<file path="config.mk">
export PLATFORM = sky130hd
export DESIGN_NAME = cordic_dispatch_flat
export DESIGN_NICKNAME = d
export VERILOG_FILES = /design/src/rtl/cordic_wrapper_pkg.sv /design/src/rtl/cordic_dispatch_if.sv /design/src/rtl/cordic_dispatch.sv /design/src/flat_wrapper.sv
export SDC_FILE = /design/constraint.sdc
export NUM_CORES = 1
export LEC_CHECK = 0
export CAP_MARGIN = 25
export CORE_ASPECT_RATIO = 0.5
export CORE_MARGIN = 1.5
export CORE_UTILIZATION = 50
export DETAILED_ROUTE_END_ITERATION = 8
export PLACE_DENSITY_LB_ADDON = 0.08
export SYNTH_ARGS = -nofsm -noshare
export SYNTH_HDL_FRONTEND = slang
export SYNTH_SLANG_ARGS = --single-unit
export TNS_END_PERCENT = 5
</file>
<file path="constraint.sdc">
create_clock -name i_clk -period 5.1 [get_ports i_clk]
set_input_delay 1.02 -clock i_clk [delete_from_list [all_inputs] [get_ports i_clk]]
set_output_delay 1.02 -clock i_clk [all_outputs]
set_load 0.01 [all_outputs]
</file>
<file path="src/rtl/cordic_wrapper_pkg.sv">
// Shared CORDIC job types.
//   cordic_func : operation selector carried with every job and response
//   cordic_data : packed x/y/z operand / result triple
package cordic_wrapper_pkg;

    typedef enum logic [1:0] {
        FUNC_ROTATE = 2'd0,
        FUNC_VECTOR = 2'd1,
        FUNC_SINCOS = 2'd2,
        FUNC_ATAN   = 2'd3
    } cordic_func;

    typedef struct packed {
        logic [15:0] x;
        logic [15:0] y;
        logic [15:0] z;
    } cordic_data;

endpackage

</file>
<file path="src/rtl/cordic_dispatch_if.sv">
// Bundle of all cordic_dispatch handshake/bus signals.
//   req_*    : upstream job request (valid/ready)
//   cordic_* : issue pulse to the core and its done/result return
//   rsp_*    : downstream response (valid/ready) plus timeout flag
//   o_busy, o_count : status
// Signal names keep the i_/o_ prefixes as seen from the dispatcher.
// slave  : the dispatcher itself
// master : whatever surrounds it (upstream, core, downstream)
interface cordic_dispatch_if #(
    parameter int FIFO_DEPTH = 4
);
    logic                                  i_req_valid;
    logic                                  o_req_ready;
    cordic_wrapper_pkg::cordic_func        i_req_func;
    cordic_wrapper_pkg::cordic_data        i_req_data;

    logic                                  o_cordic_valid;
    cordic_wrapper_pkg::cordic_func        o_cordic_func;
    cordic_wrapper_pkg::cordic_data        o_cordic_data;
    logic                                  i_cordic_done;
    cordic_wrapper_pkg::cordic_data        i_cordic_data;

    logic                                  o_rsp_valid;
    logic                                  i_rsp_ready;
    cordic_wrapper_pkg::cordic_func        o_rsp_func;
    cordic_wrapper_pkg::cordic_data        o_rsp_data;
    logic                                  o_rsp_timeout;

    logic                                  o_busy;
    logic [$clog2(FIFO_DEPTH+1)-1:0]       o_count;

    modport slave (
        input  i_req_valid, i_req_func, i_req_data,
        input  i_cordic_done, i_cordic_data, i_rsp_ready,
        output o_req_ready, o_cordic_valid, o_cordic_func, o_cordic_data,
        output o_rsp_valid, o_rsp_func, o_rsp_data, o_rsp_timeout,
        output o_busy, o_count
    );

    modport master (
        output i_req_valid, i_req_func, i_req_data,
        output i_cordic_done, i_cordic_data, i_rsp_ready,
        input  o_req_ready, o_cordic_valid, o_cordic_func, o_cordic_data,
        input  o_rsp_valid, o_rsp_func, o_rsp_data, o_rsp_timeout,
        input  o_busy, o_count
    );
endinterface

</file>
<file path="src/rtl/cordic_dispatch.sv">
// Request-queuing front end for the CORDIC core.
// Jobs are buffered in a FIFO, issued one at a time as a single-cycle pulse,
// and the core's result (or a watchdog timeout) is held on the response port
// until accepted.
// Ports:
//   i_clk : clock, rising edge
//   i_rst : synchronous active-high reset
//   bus   : cordic_dispatch_if.slave (request, core, response, status)
module cordic_dispatch
    import cordic_wrapper_pkg::*;
#(
    parameter int FIFO_DEPTH     = 4,
    parameter int TIMEOUT_CYCLES = 64
) (
    input  logic              i_clk,
    input  logic              i_rst,
    cordic_dispatch_if.slave  bus
);

    localparam int PTR_W = $clog2(FIFO_DEPTH);
    localparam int CNT_W = $clog2(FIFO_DEPTH + 1);
    localparam int WD_W  = $clog2(TIMEOUT_CYCLES + 1);

    typedef enum logic [1:0] {S_IDLE, S_ISSUE, S_WAIT, S_HOLD} state_t;

    state_t             state;
    cordic_func         fifo_func [FIFO_DEPTH];
    cordic_data         fifo_data [FIFO_DEPTH];
    logic [PTR_W-1:0]   wr_ptr;
    logic [PTR_W-1:0]   rd_ptr;
    logic [CNT_W-1:0]   count;
    logic [WD_W-1:0]    wd;
    logic [WD_W-1:0]    wd_next;
    cordic_func         rsp_func;
    cordic_data         rsp_data;
    logic               rsp_timeout;
    logic               full;
    logic               empty;
    logic               push;
    logic               pop;

    assign full    = (count == CNT_W'(FIFO_DEPTH));
    assign empty   = (count == '0);
    assign push    = bus.i_req_valid && !full;
    // ISSUE is only entered with a non-empty FIFO, so the pop is always legal.
    assign pop     = (state == S_ISSUE);
    assign wd_next = wd + 1'b1;

    // Storage carries no reset; occupancy is tracked by count/pointers.
    always_ff @(posedge i_clk) begin
        if (push) begin
            fifo_func[wr_ptr] <= bus.i_req_func;
            fifo_data[wr_ptr] <= bus.i_req_data;
        end
    end

    always_ff @(posedge i_clk) begin
        if (i_rst) begin
            wr_ptr <= '0;
            rd_ptr <= '0;
            count  <= '0;
        end else begin
            if (push) wr_ptr <= wr_ptr + 1'b1;
            if (pop)  rd_ptr <= rd_ptr + 1'b1;
            case ({push, pop})
                2'b10:   count <= count + 1'b1;
                2'b01:   count <= count - 1'b1;
                default: count <= count;
            endcase
        end
    end

    always_ff @(posedge i_clk) begin
        if (i_rst) begin
            state       <= S_IDLE;
            wd          <= '0;
            rsp_func    <= cordic_func'(0);
            rsp_data    <= '0;
            rsp_timeout <= 1'b0;
        end else begin
            case (state)
                S_IDLE: begin
                    if (!empty) state <= S_ISSUE;
                end
                S_ISSUE: begin
                    rsp_func <= fifo_func[rd_ptr];
                    wd       <= '0;
                    state    <= S_WAIT;
                end
                S_WAIT: begin
                    wd <= wd_next;
                    // A done arriving on the expiry cycle still counts as a result.
                    if (bus.i_cordic_done) begin
                        rsp_data    <= bus.i_cordic_data;
                        rsp_timeout <= 1'b0;
                        state       <= S_HOLD;
                    end else if (wd_next == WD_W'(TIMEOUT_CYCLES)) begin
                        rsp_data    <= '0;
                        rsp_timeout <= 1'b1;
                        state       <= S_HOLD;
                    end
                end
                S_HOLD: begin
                    if (bus.i_rsp_ready) state <= empty ? S_IDLE : S_ISSUE;
                end
                default: state <= S_IDLE;
            endcase
        end
    end

    assign bus.o_req_ready    = !full;
    assign bus.o_cordic_valid = (state == S_ISSUE);
    assign bus.o_cordic_func  = fifo_func[rd_ptr];
    assign bus.o_cordic_data  = fifo_data[rd_ptr];
    assign bus.o_rsp_valid    = (state == S_HOLD);
    assign bus.o_rsp_func     = rsp_func;
    assign bus.o_rsp_data     = rsp_data;
    assign bus.o_rsp_timeout  = rsp_timeout;
    assign bus.o_busy         = (state != S_IDLE) || !empty;
    assign bus.o_count        = count;

endmodule
</file>
<file path="src/flat_wrapper.sv">
// flat-port wrapper written by rule: the top's interface ports become plain ports
module cordic_dispatch_flat import cordic_wrapper_pkg::*;
#(
    parameter int FIFO_DEPTH     = 4,
    parameter int TIMEOUT_CYCLES = 64
)
  (i_clk, i_rst, bus_i_req_valid, bus_i_req_func, bus_i_req_data, bus_i_cordic_done, bus_i_cordic_data, bus_i_rsp_ready, bus_o_req_ready, bus_o_cordic_valid, bus_o_cordic_func, bus_o_cordic_data, bus_o_rsp_valid, bus_o_rsp_func, bus_o_rsp_data, bus_o_rsp_timeout, bus_o_busy, bus_o_count);
  cordic_dispatch_if #(.FIFO_DEPTH(FIFO_DEPTH)) bus_i ();
  input  logic i_clk;
  input  logic i_rst;
  input wire logic [$bits(bus_i.i_req_valid)-1:0] bus_i_req_valid;
  input wire logic [$bits(bus_i.i_req_func)-1:0] bus_i_req_func;
  input wire logic [$bits(bus_i.i_req_data)-1:0] bus_i_req_data;
  input wire logic [$bits(bus_i.i_cordic_done)-1:0] bus_i_cordic_done;
  input wire logic [$bits(bus_i.i_cordic_data)-1:0] bus_i_cordic_data;
  input wire logic [$bits(bus_i.i_rsp_ready)-1:0] bus_i_rsp_ready;
  output wire logic [$bits(bus_i.o_req_ready)-1:0] bus_o_req_ready;
  output wire logic [$bits(bus_i.o_cordic_valid)-1:0] bus_o_cordic_valid;
  output wire logic [$bits(bus_i.o_cordic_func)-1:0] bus_o_cordic_func;
  output wire logic [$bits(bus_i.o_cordic_data)-1:0] bus_o_cordic_data;
  output wire logic [$bits(bus_i.o_rsp_valid)-1:0] bus_o_rsp_valid;
  output wire logic [$bits(bus_i.o_rsp_func)-1:0] bus_o_rsp_func;
  output wire logic [$bits(bus_i.o_rsp_data)-1:0] bus_o_rsp_data;
  output wire logic [$bits(bus_i.o_rsp_timeout)-1:0] bus_o_rsp_timeout;
  output wire logic [$bits(bus_i.o_busy)-1:0] bus_o_busy;
  output wire logic [$bits(bus_i.o_count)-1:0] bus_o_count;
  assign bus_i.i_req_valid = bus_i_req_valid;
  assign bus_i.i_req_func = bus_i_req_func;
  assign bus_i.i_req_data = bus_i_req_data;
  assign bus_i.i_cordic_done = bus_i_cordic_done;
  assign bus_i.i_cordic_data = bus_i_cordic_data;
  assign bus_i.i_rsp_ready = bus_i_rsp_ready;
  assign bus_o_req_ready = bus_i.o_req_ready;
  assign bus_o_cordic_valid = bus_i.o_cordic_valid;
  assign bus_o_cordic_func = bus_i.o_cordic_func;
  assign bus_o_cordic_data = bus_i.o_cordic_data;
  assign bus_o_rsp_valid = bus_i.o_rsp_valid;
  assign bus_o_rsp_func = bus_i.o_rsp_func;
  assign bus_o_rsp_data = bus_i.o_rsp_data;
  assign bus_o_rsp_timeout = bus_i.o_rsp_timeout;
  assign bus_o_busy = bus_i.o_busy;
  assign bus_o_count = bus_i.o_count;
  cordic_dispatch #(.FIFO_DEPTH(FIFO_DEPTH), .TIMEOUT_CYCLES(TIMEOUT_CYCLES)) u_core (.i_clk(i_clk), .i_rst(i_rst), .bus(bus_i));
endmodule
</file>
Word level (Yosys, flattened, before mapping)
Memory sizes are Yosys's and may differ from the RTL's. A register that Yosys moved wholly into a read port is not among the register bits.
Cells that the tools add are included.

word-level totals
  word-level logic and storage cells = 57
  memory bits (writable) = 200
  bits of input ports = 103
  memories kept = 2
  output and inout bits = 108
  register bits after elaboration = 67

operators by class
  $add $sub $neg = 5
  eq/ne operators = 10
  reductions and logical operators = 12
  multiplexer cells = 18

memories
  memory            depth  width  read ports  clocked after Yosys merged registers in  write ports  line                   text
  u_core.fifo_data  4      48     1           1                                        1            cordic_dispatch.sv:28  cordic_data fifo_data [FIFO_DEPTH];
  u_core.fifo_func  4      2      1           1                                        1            cordic_dispatch.sv:27  cordic_func fifo_func [FIFO_DEPTH];

operator list
  operator                                                            count
  48-bit two-way mux                                                  2
  2-bit two-way mux                                                   8
  7-bit case mux with 2 select lines                                  1
  2-bit case mux with 4 select lines                                  1
  2-bit nonzero test                                                  4
  7-bit by 1-bit adder with 7-bit output, second input constant       1
  7-bit == test, second input constant                                1
  2-bit == test, second input constant                                3
  3-bit case mux with 2 select lines                                  1
  1-bit two-way mux                                                   5
  2-bit by 1-bit adder with 2-bit output, second input constant       2
  2-bit by 1-bit == test with 1-bit output, second input constant     2
  2-bit != test, second input constant                                2
  3-bit by 1-bit adder with 3-bit output, second input constant       1
  3-bit == test, second input constant                                1
  3-bit zero test                                                     1
  3-bit by 2-bit != test with 1-bit output, second input constant     1
  3-bit AND reduction                                                 1
  3-bit by 1-bit subtractor with 3-bit output, second input constant  1
  1-bit zero test                                                     2
  2-bit zero test                                                     1
  2-bit AND reduction                                                 1
  1-bit logical AND                                                   1
  1-bit logical OR                                                    1

Depth between registers and ports, before layout
Gate-level depths: netlist of run 1.

  depth in word-level cells = 5
  mapped depth = 10
  gate-level depth less buffers = 10

Least setup slack after synthesis of run 1
No wires, ideal clock.

  path type = input to register
  start point = input bus_i_req_valid
  end point = memory u_core.fifo_data[3][0] (netlist name), enable pin
  library setup time = 0.413 ns
  slack = 2.428 ns
  path buffers = 0
  arrival time = 2.259 ns
  required time = 4.687 ns
  cell stages on the path = 1
  cell sequence = and3_1

between the ends
  cells in the longest elaborated chain, start to end = 3

ends and longest elaborated chain
  what                                     line                   text
  start, declared                          flat_wrapper.sv:11     input wire logic [$bits(bus_i.i_req_valid)-1:0] bus_i_req_valid;
  1-bit logical AND                        cordic_dispatch.sv:44  assign push = bus.i_req_valid && !full;
  1-bit two-way mux                        cordic_dispatch.sv:51  if (push) begin
  1-bit two-way mux (implied by the code)  cordic_dispatch.sv:53  fifo_data[wr_ptr] <= bus.i_req_data;
  end, declared                            cordic_dispatch.sv:28

Every way passes these cells.

==> metrics, run 1 <==
RD Place Congestion=0.787; Seq pwr share=47.2%; RSZ-0062 raised after global routing=no; CP startpoint kind=flip-flop; area share of the largest cell type after synthesis=61.7%; Die Area=20400 sq um; Clock Latency Late Sink=0.49 ns; Max rail drop VDD=254 uV; Synth area leaders=edfxtp_1 (62%), dfxtp_1 (14%), mux4_2 (12%), a22o_1 (4.3%), ha_1 (1.3%); synthesized net count=613; register clock-pin slew on the reported worst setup and hold paths=0.07 ns; hold buffer count at cts=0; hold slack final=0.478 ns; FP Rows=35; Sw Pwr=0.00142 W; starting density of the core=51.9%; Clk pwr share=30.1%; final net count=833; CP max stage cell=dfxtp_2; clock root cell=clkbuf_16; antenna violations before repair=0; switching share of power=24.6%; Total GRT Usage=19.1%; Comb pwr share=22.7%; cell taking the most area after synthesis=edfxtp_1; Max stage delay on crit path=0.81 ns; setup TNS=0 ns; Pwr Density=446 nW/um^2; GRT met1 Usage=26.3%; IO Pins=211; most common cell after layout, fill and taps aside=clkdlybuf4s50_1; pin count of the biggest net entering global routing=49; cell area after synthesis=9730 sq um; relative slew slack=37.1%; CTS Sinks=269; via total after detailed routing=5280; Post-Layout Inst Area=12900 sq um; Fin. Hold Viols=0; H-tree levels=1; Max Cap Viol=0; die height=102 um; layout cells sized above 1=14.7%; Vias/cell=5.31; max-slew violations=0; Placed Cells=953; Fmax=0.270 GHz; crit-path cells=buf_4, mux4_2, clkdlybuf4s50_1; Syn. warnings=0; syn_area_per_cell=19.5 sq um; most frequent cells in the layout=clkdlybuf4s50_1 (210), edfxtp_1 (200), dfxtp_1 (67); post-CTS sizing=0; fin cells=994; DRC viols=0; Synth cell types=37; outcome=completed; Pleak=4.30 nW; Worst Skew=0.0117 ns; worst setup path class=flip-flop to primary output; Worst Path Required=4.08 ns; crit end category=primary output; Int Power=0.00433 W; vias in the first global route=5469; die outline width=200 um; drt wl/cell=19.5 um; maximum net fanout on the critical path=27; # diodes=0; final setup fails=0; CTS tree=done; Hold Crit Class=flip-flop to flip-flop; Remaining Overflow, GRT=0; post-detail-place hpwl=12500 um; CTS max path bufs=3; # port buffers=210; crit share post-route=72.8%; Core Footprint=18700 sq um; Syn Inst Count=499; Post-DP Area=12200 sq um; Post-Route WL=19400 um; Crit path arrival time=2.69 ns; fin worst setup slack=1.39 ns; Routed Antenna Nets=0; post-synthesis sequential area ratio=75.9%; CTS buffer count=23; post-CTS setup buffer count=0; Yosys reg bits=269; met2 Use GR=31.2%; 1st-iter DRT viols=273; area delta synth->final=32.6%; pre-CTS WS=1.84 ns; fin crit period=3.71 ns; Slew @ Worst Pin=0.944 ns; met3 Use GR=5.34%; global-route wire length before repair=30000 um; grt peak-use layer=met2; DRT Pass-1 Iters=4
## worst max-delay path: cells and delay by family (launching register included)
family	cells	cell delay, ns
buffers and inverters	2	0.97
multiplexers	1	0.40
flip-flops	1	0.81
## metrics by stage
stage	total power (W)	util, %
after floorplan	0.00341	-
after global placement	0.00406	64.6
after detailed placement	0.00410	64.9
after CTS	0.00583	68.8
after global routing	0.00601	68.8
final	0.00575	68.8
## kinds of logic after synthesis
group / count (synthesis) / synth area share (%)
flip-flops: 269 / 75.9
AO/OA/AOI/OAI: 69 / 5.62
AND/OR/NAND/NOR: 56 / 2.94
multiplexers: 53 / 11.9
buffers and inverters: 36 / 1.71
adder cells (fa/ha/maj): 11 / 1.49
XOR/XNOR: 5 / 0.450
## synthesized netlist by cell type
master,n
a211oi_1,1
a21oi_1,11
a21oi_2,1
a221oi_1,1
a22o_1,48
a41oi_2,1
and2_1,1
and3_1,4
buf_1,5
buf_2,7
buf_6,3
clkbuf_1,10
dfxtp_1,69
edfxtp_1,200
fa_1,1
ha_1,10
inv_1,11
mux2i_1,3
mux4_2,50
nand2_1,13
nand2b_1,2
nand3_1,3
nand3_2,2
nand3b_1,1
nand4_1,1
nor2_1,17
nor3_1,5
nor3b_1,1
nor4_1,2
nor4b_1,1
o21ai_0,5
o21ai_1,1
or3_1,1
or4_4,1
or4b_1,1
xnor2_1,2
xor2_1,3
## path summary, 6_finish.rpt
path,startpoint,end,slack [ns],cells after the start
worst max-delay path,flip-flop,bus_o_cordic_func[1],1.39,3
worst min-delay path,u_core.bus.o_rsp_data[7],u_core.bus.o_rsp_data[7],0.48,1
worst max register to register,u_core.bus.o_count[1],u_core.fifo_data[0][13],2.80,4
worst min register to register,u_core.bus.o_rsp_data[7],u_core.bus.o_rsp_data[7],0.48,1
## routing by layer
metal	vias to the layer above	wire (um)
li1	2444	-
met4	0	269
met5	-	0
met3	21	1220
met1	2676	8750
met2	139	9140
## sequential cells by signal (all words and copies together) (netlist names), named ones only
| signal | count |
|---|---|
| u_core.fifo_func | 8 |
| u_core.wd | 7 |
| u_core.bus.o_rsp_func | 2 |
| u_core.bus.o_rsp_timeout | 1 |
| u_core.fifo_data | 192 |
| u_core.state | 2 |
| u_core.wr_ptr | 2 |
| u_core.bus.o_count | 3 |
| u_core.bus.o_rsp_data | 48 |
| u_core.rd_ptr | 2 |
## power groups by stage
stage	sequential (W)	clock, W	combinational (W)
global route	0.00274	0.00186	0.00140
detailed placement	0.00277	0	0.00133
global placement	0.00279	0	0.00127
CTS	0.00272	0.00177	0.00133
floorplan	0.00272	0	0.000691
finish	0.00272	0.00173	0.00131
## area by class of cell
class | count | area, sq um
clock inverters | 15 | 149
inverters | 11 | 41.3
well taps | 259 | 324
repair buffers | 220 | 2200
fillers | 1320 | 5840
multi-input cells | 194 | 2200
clock buffers | 26 | 597
flip-flops and latches | 269 | 7390
Note: power is estimated with default switching activity, not from simulation.
==> run 2, diff against run 1 <==
clock period = 3.6 ns   (was 5.1 ns; I/O delays follow)
==> run 2 against run 1 <==
Effect of this change:
- wire length is 0.87% higher
- clock power is 40% higher
- global-route usage is 0.14 points higher
- hold slack about the same
- sequential power increased by 41%
- largest cell class unchanged
==> metrics, run 2 (synthesized netlist as in run 1, its figures left out) <==
outcome=completed; Worst Path Buf+Inv=2; Post-Route WL=19500 um; drt wl/cell=19.6 um; setup TNS=0 ns; Max Cap Viol=0; pin count of the biggest net entering global routing=51; # port buffers=210; switching share of power=24.6%; crit-path cells=buf_12, mux4_2, clkdlybuf4s50_1; maximum net fanout on the critical path=20; pre-CTS WS=0.837 ns; worst setup path class=flip-flop to primary output; # diodes=0; Worst Path Required=2.88 ns; register clock-pin slew on the reported worst setup and hold paths=0.07 ns; CP startpoint kind=flip-flop; FP Rows=35; DRT Pass-1 Iters=5; Total GRT Usage=19.2%; final net count=835; Pwr Total=0.00816 W; Pwr Density=630 nW/um^2; clock root cell=clkbuf_16; relative slew slack=61.5%; 1st-iter DRT viols=263; starting density of the core=51.9%; hold buffer count at cts=0; Clock Latency Late Sink=0.51 ns; crit share post-route=87.9%; die outline width=200 um; Vias/cell=5.34; Fin. Hold Viols=0; post-CTS setup buffer count=0; most common cell after layout, fill and taps aside=clkdlybuf4s50_1; Sw Pwr=0.00201 W; Max stage delay on crit path=0.63 ns; Core Footprint=18700 sq um; CTS tree=done; most frequent cells in the layout=clkdlybuf4s50_1 (210), edfxtp_1 (200), dfxtp_1 (67); via total after detailed routing=5326; Slew @ Worst Pin=0.578 ns; Crit path arrival time=2.45 ns; Hold Crit Class=flip-flop to flip-flop; fin crit period=3.17 ns; Routed Antenna Nets=0; utilization after layout=69.1%; RSZ-0062 raised after global routing=no; Max rail drop VDD=336 uV; Worst Skew=0.0150 ns; global-route wire length before repair=30300 um; CTS max path bufs=3; IO Pins=211; Biggest register=u_core.fifo_data; final setup fails=0; CTS Sinks=269; RD Place Congestion=0.771; Seq pwr share=46.9%; Remaining Overflow, GRT=0; Die Area=20400 sq um; Clk pwr share=29.7%; Fmax=0.316 GHz; Pleak=4.31 nW; Int Power=0.00615 W; H-tree levels=1; fin worst setup slack=0.434 ns; antenna violations before repair=0; CP max stage cell=dfxtp_4; DRC viols=0; Largest register FFs=192; post-CTS sizing=0; layout cells sized above 1=14.5%; crit end category=primary output; CTS buffer count=23; Comb pwr share=23.3%; max-slew violations=0; die height=102 um; CP delay by family, top=buffers and inverters; vias in the first global route=5587; post-detail-place hpwl=12700 um; area delta synth->final=33.2%
==> run 2: changes by cell type in the layout (fill, tap and decap cells not counted) <==
cell        change
buf_12          +4
clkbuf_1        +4
clkinv_2        -4
buf_4           -2
clkinvlp_2      +2
clkbuf_8        -1
clkinvlp_4      -1
inv_6           +1
==> run 2: final timing paths <==
kind	cells past startpoint	slack (ns)	from	to
max	3	0.43	flip-flop	bus_o_cordic_data[37]
min	1	0.48	u_core.bus.o_rsp_data[0]	u_core.bus.o_rsp_data[0]
max reg2reg	10	1.31	u_core.bus.o_count[0]	u_core.bus.o_count[2]
min reg2reg	1	0.48	u_core.bus.o_rsp_data[0]	u_core.bus.o_rsp_data[0]
==> run 2: metal layers <==
metal	wire length, um	GRT usage [%]
met1	8350	25.4
met2	9590	32.4
met3	1350	5.63
met4	253	3.93
met5	0	0
==> run 2: layout make-up <==
cell class | count | area, sq um
multi-input cells | 194 | 2200
repair buffers | 222 | 2270
clock inverters | 13 | 140
inverters | 11 | 41.3
fillers | 1314 | 5780
well taps | 259 | 324
flip-flops and latches | 269 | 7390
clock buffers | 29 | 598
==> run 2: stage by stage <==
| step | hold WS (ns) | instances | area [sq um] |
|---|---|---|---|
| 5_1_grt | 0.494 | 997 | 13000 |
| 2_1_floorplan | 0.469 | 499 | 9730 |
| 4_1_cts | 0.483 | 997 | 13000 |
| 3_3_place_gp | 0.460 | 955 | 12200 |
| 3_5_place_dp | 0.463 | 955 | 12200 |
| 6_report | 0.479 | 997 | 13000 |
==> run 2: power by group through the flow <==
stage	clock [W]	combinational (W)	sequential, W
finish	0.00243	0.00190	0.00383
global route	0.00259	0.00205	0.00387
CTS	0.00248	0.00195	0.00384
detailed placement	0	0.00194	0.00390
global placement	0	0.00192	0.00389
floorplan	0	0.000979	0.00385
==> run 2: worst reg2reg max path: stages, from the launching register on <==
cell	delay (ns)
dfxtp_1	0.36
inv_1	0.12
nand3_1	0.18
and2_1	0.25
inv_1	0.08
ha_1	0.19
inv_1	0.07
fa_1	0.38
xor2_1	0.16
or3_1	0.31
a21oi_1	0.13
==> run 3, diff against run 2 <==
CELL_PAD_IN_SITES_DETAIL_PLACEMENT = 1   (was unset)
CELL_PAD_IN_SITES_GLOBAL_PLACEMENT = 1   (was unset)
CORE_UTILIZATION = 43   (was 50)
==> run 3 against run 2 <==
Effect of this change:
- clock power increased by 2%
- critical path type unchanged
- flip-flop and latch count is the same
- first-iteration DRC count rose by 22%
- critical path depth unchanged
- maximum frequency is 1.5% lower
- global-route usage is 0.45 points lower
- clock-buffer cell count increased by 8
- critical endpoint is now bus_o_cordic_data[32]
==> metrics, run 3 (synthesized netlist as in run 1, its figures left out) <==
Clk pwr share=30.0%; clock root cell=clkbuf_16; hold slack final=0.479 ns; global-route wire length before repair=33600 um; register clock-pin slew on the reported worst setup and hold paths=0.07 ns; hold buffer count at cts=0; FP Rows=38; fin cells=1035; reg2reg path depth=10; die outline width=216 um; met2 Use GR=31.6%; worst r2r src=u_core.bus.o_count[1]; area of the multi-input gates=2200 sq um; maximum net fanout on the critical path=18; antenna violations before repair=0; Crit path depth=3; RD Place Congestion=0.742; RSZ-0062 raised after global routing=no; GRT met1 Usage=24.4%; 1st-iter DRT viols=320; post-detail-place hpwl=13900 um; Total GRT Usage=18.8%; most common cell after layout, fill and taps aside=clkdlybuf4s50_1; fillcell total=1987; Worst Skew=0.0166 ns; Clock Latency Late Sink=0.53 ns; die height=109 um; pin count of the biggest net entering global routing=51; crit-path cells=buf_4, mux4_2, clkdlybuf4s50_1; crit end category=primary output; pre-CTS WS=0.851 ns; Fmax=0.311 GHz; CTS tree=done; Vias/cell=5.17; Max Cap Viol=0; setup TNS=0 ns; Worst Path Required=2.88 ns; Pleak=4.30 nW; Worst Path Buf+Inv=2; CP max stage cell=dfxtp_4; Routed Antenna Nets=0; Slew @ Worst Pin=0.607 ns; outcome=completed; CP delay by family, top=buffers and inverters; Fin. Hold Viols=0; Max stage delay on crit path=0.59 ns; Comb pwr share=23.6%; post-CTS setup buffer count=0; Max rail drop VDD=299 uV; final net count=834; area delta synth->final=33.5%; Remaining Overflow, GRT=0; DRT Pass-1 Iters=4; Biggest register=u_core.fifo_data; CTS buffer count=24; CTS max path bufs=3; min-delay src=u_core.bus.o_rsp_data[25]; Crit path arrival time=2.49 ns; drt wl/cell=21.2 um; final setup fails=0; vias in the first global route=5905; Int Power=0.00614 W; crit share post-route=89.3%; Seq pwr share=46.4%; relative slew slack=59.4%; met3 Use GR=5.92%; most frequent cells in the layout=clkdlybuf4s50_1 (210), edfxtp_1 (200), dfxtp_1 (67); Worst Hold Path Cells=1; Largest register FFs=192; grt peak-use layer=met2; CTS Sinks=269; max-slew violations=0; post-CTS sizing=0; H-tree levels=1; # diodes=0; Die Area=23600 sq um; Post-Route WL=21900 um; register area=7390 sq um; switching share of power=25.3%; Hold Crit Class=flip-flop to flip-flop; layout cells sized above 1=14.0%; worst setup path class=flip-flop to primary output; via total after detailed routing=5355; # port buffers=210; fin crit period=3.21 ns; Pwr Density=633 nW/um^2; IO Pins=211; Core Footprint=21900 sq um; CP startpoint kind=flip-flop; fin worst setup slack=0.386 ns; Sw Pwr=0.00208 W; Placed Cells=994; starting density of the core=44.4%; DRC viols=0
==> run 3: layout make-up <==
type                    instances  share of cell area [%]
flip-flops and latches        269                    56.9
repair buffers                220                    17.3
multi-input cells             194                    16.9
clock buffers                  37                    5.32
well taps                     300                    2.89
clock inverters                 4                   0.347
inverters                      11                   0.318
==> run 3: per-stage QoR <==
| stage | total power [W] | cell area, sq um | utilization, % |
|---|---|---|---|
| CTS | 0.00834 | 13000 | 59.3 |
| finish | 0.00822 | 13000 | 59.3 |
| detailed placement | 0.00586 | 12300 | 55.9 |
| floorplan | 0.00483 | 9730 | - |
| global placement | 0.00582 | 12300 | 55.9 |
| global route | 0.00859 | 13000 | 59.3 |
==> run 3: worst paths after layout <==
check / end / slack (ns)
worst max-delay path: bus_o_cordic_data[32] / 0.39
worst min-delay path: u_core.bus.o_rsp_data[25] / 0.48
worst max register to register: u_core.bus.o_count[2] / 1.32
worst min register to register: u_core.bus.o_rsp_data[25] / 0.48
==> run 3: power by group through the flow <==
stage | Clock (W) | Sequential, W | Combinational (W)
3_3_place_gp | 0 | 0.00387 | 0.00195
4_1_cts | 0.00254 | 0.00382 | 0.00198
3_5_place_dp | 0 | 0.00389 | 0.00197
5_1_grt | 0.00265 | 0.00385 | 0.00208
2_1_floorplan | 0 | 0.00385 | 0.000979
6_report | 0.00247 | 0.00382 | 0.00194
==> run 3: per-layer routing <==
metal | share of wire, % | wire length (um)
met1 | 43 | 9480
met2 | 49 | 10700
met3 | 6.4 | 1410
met4 | 1.4 | 310
met5 | 0 | 0
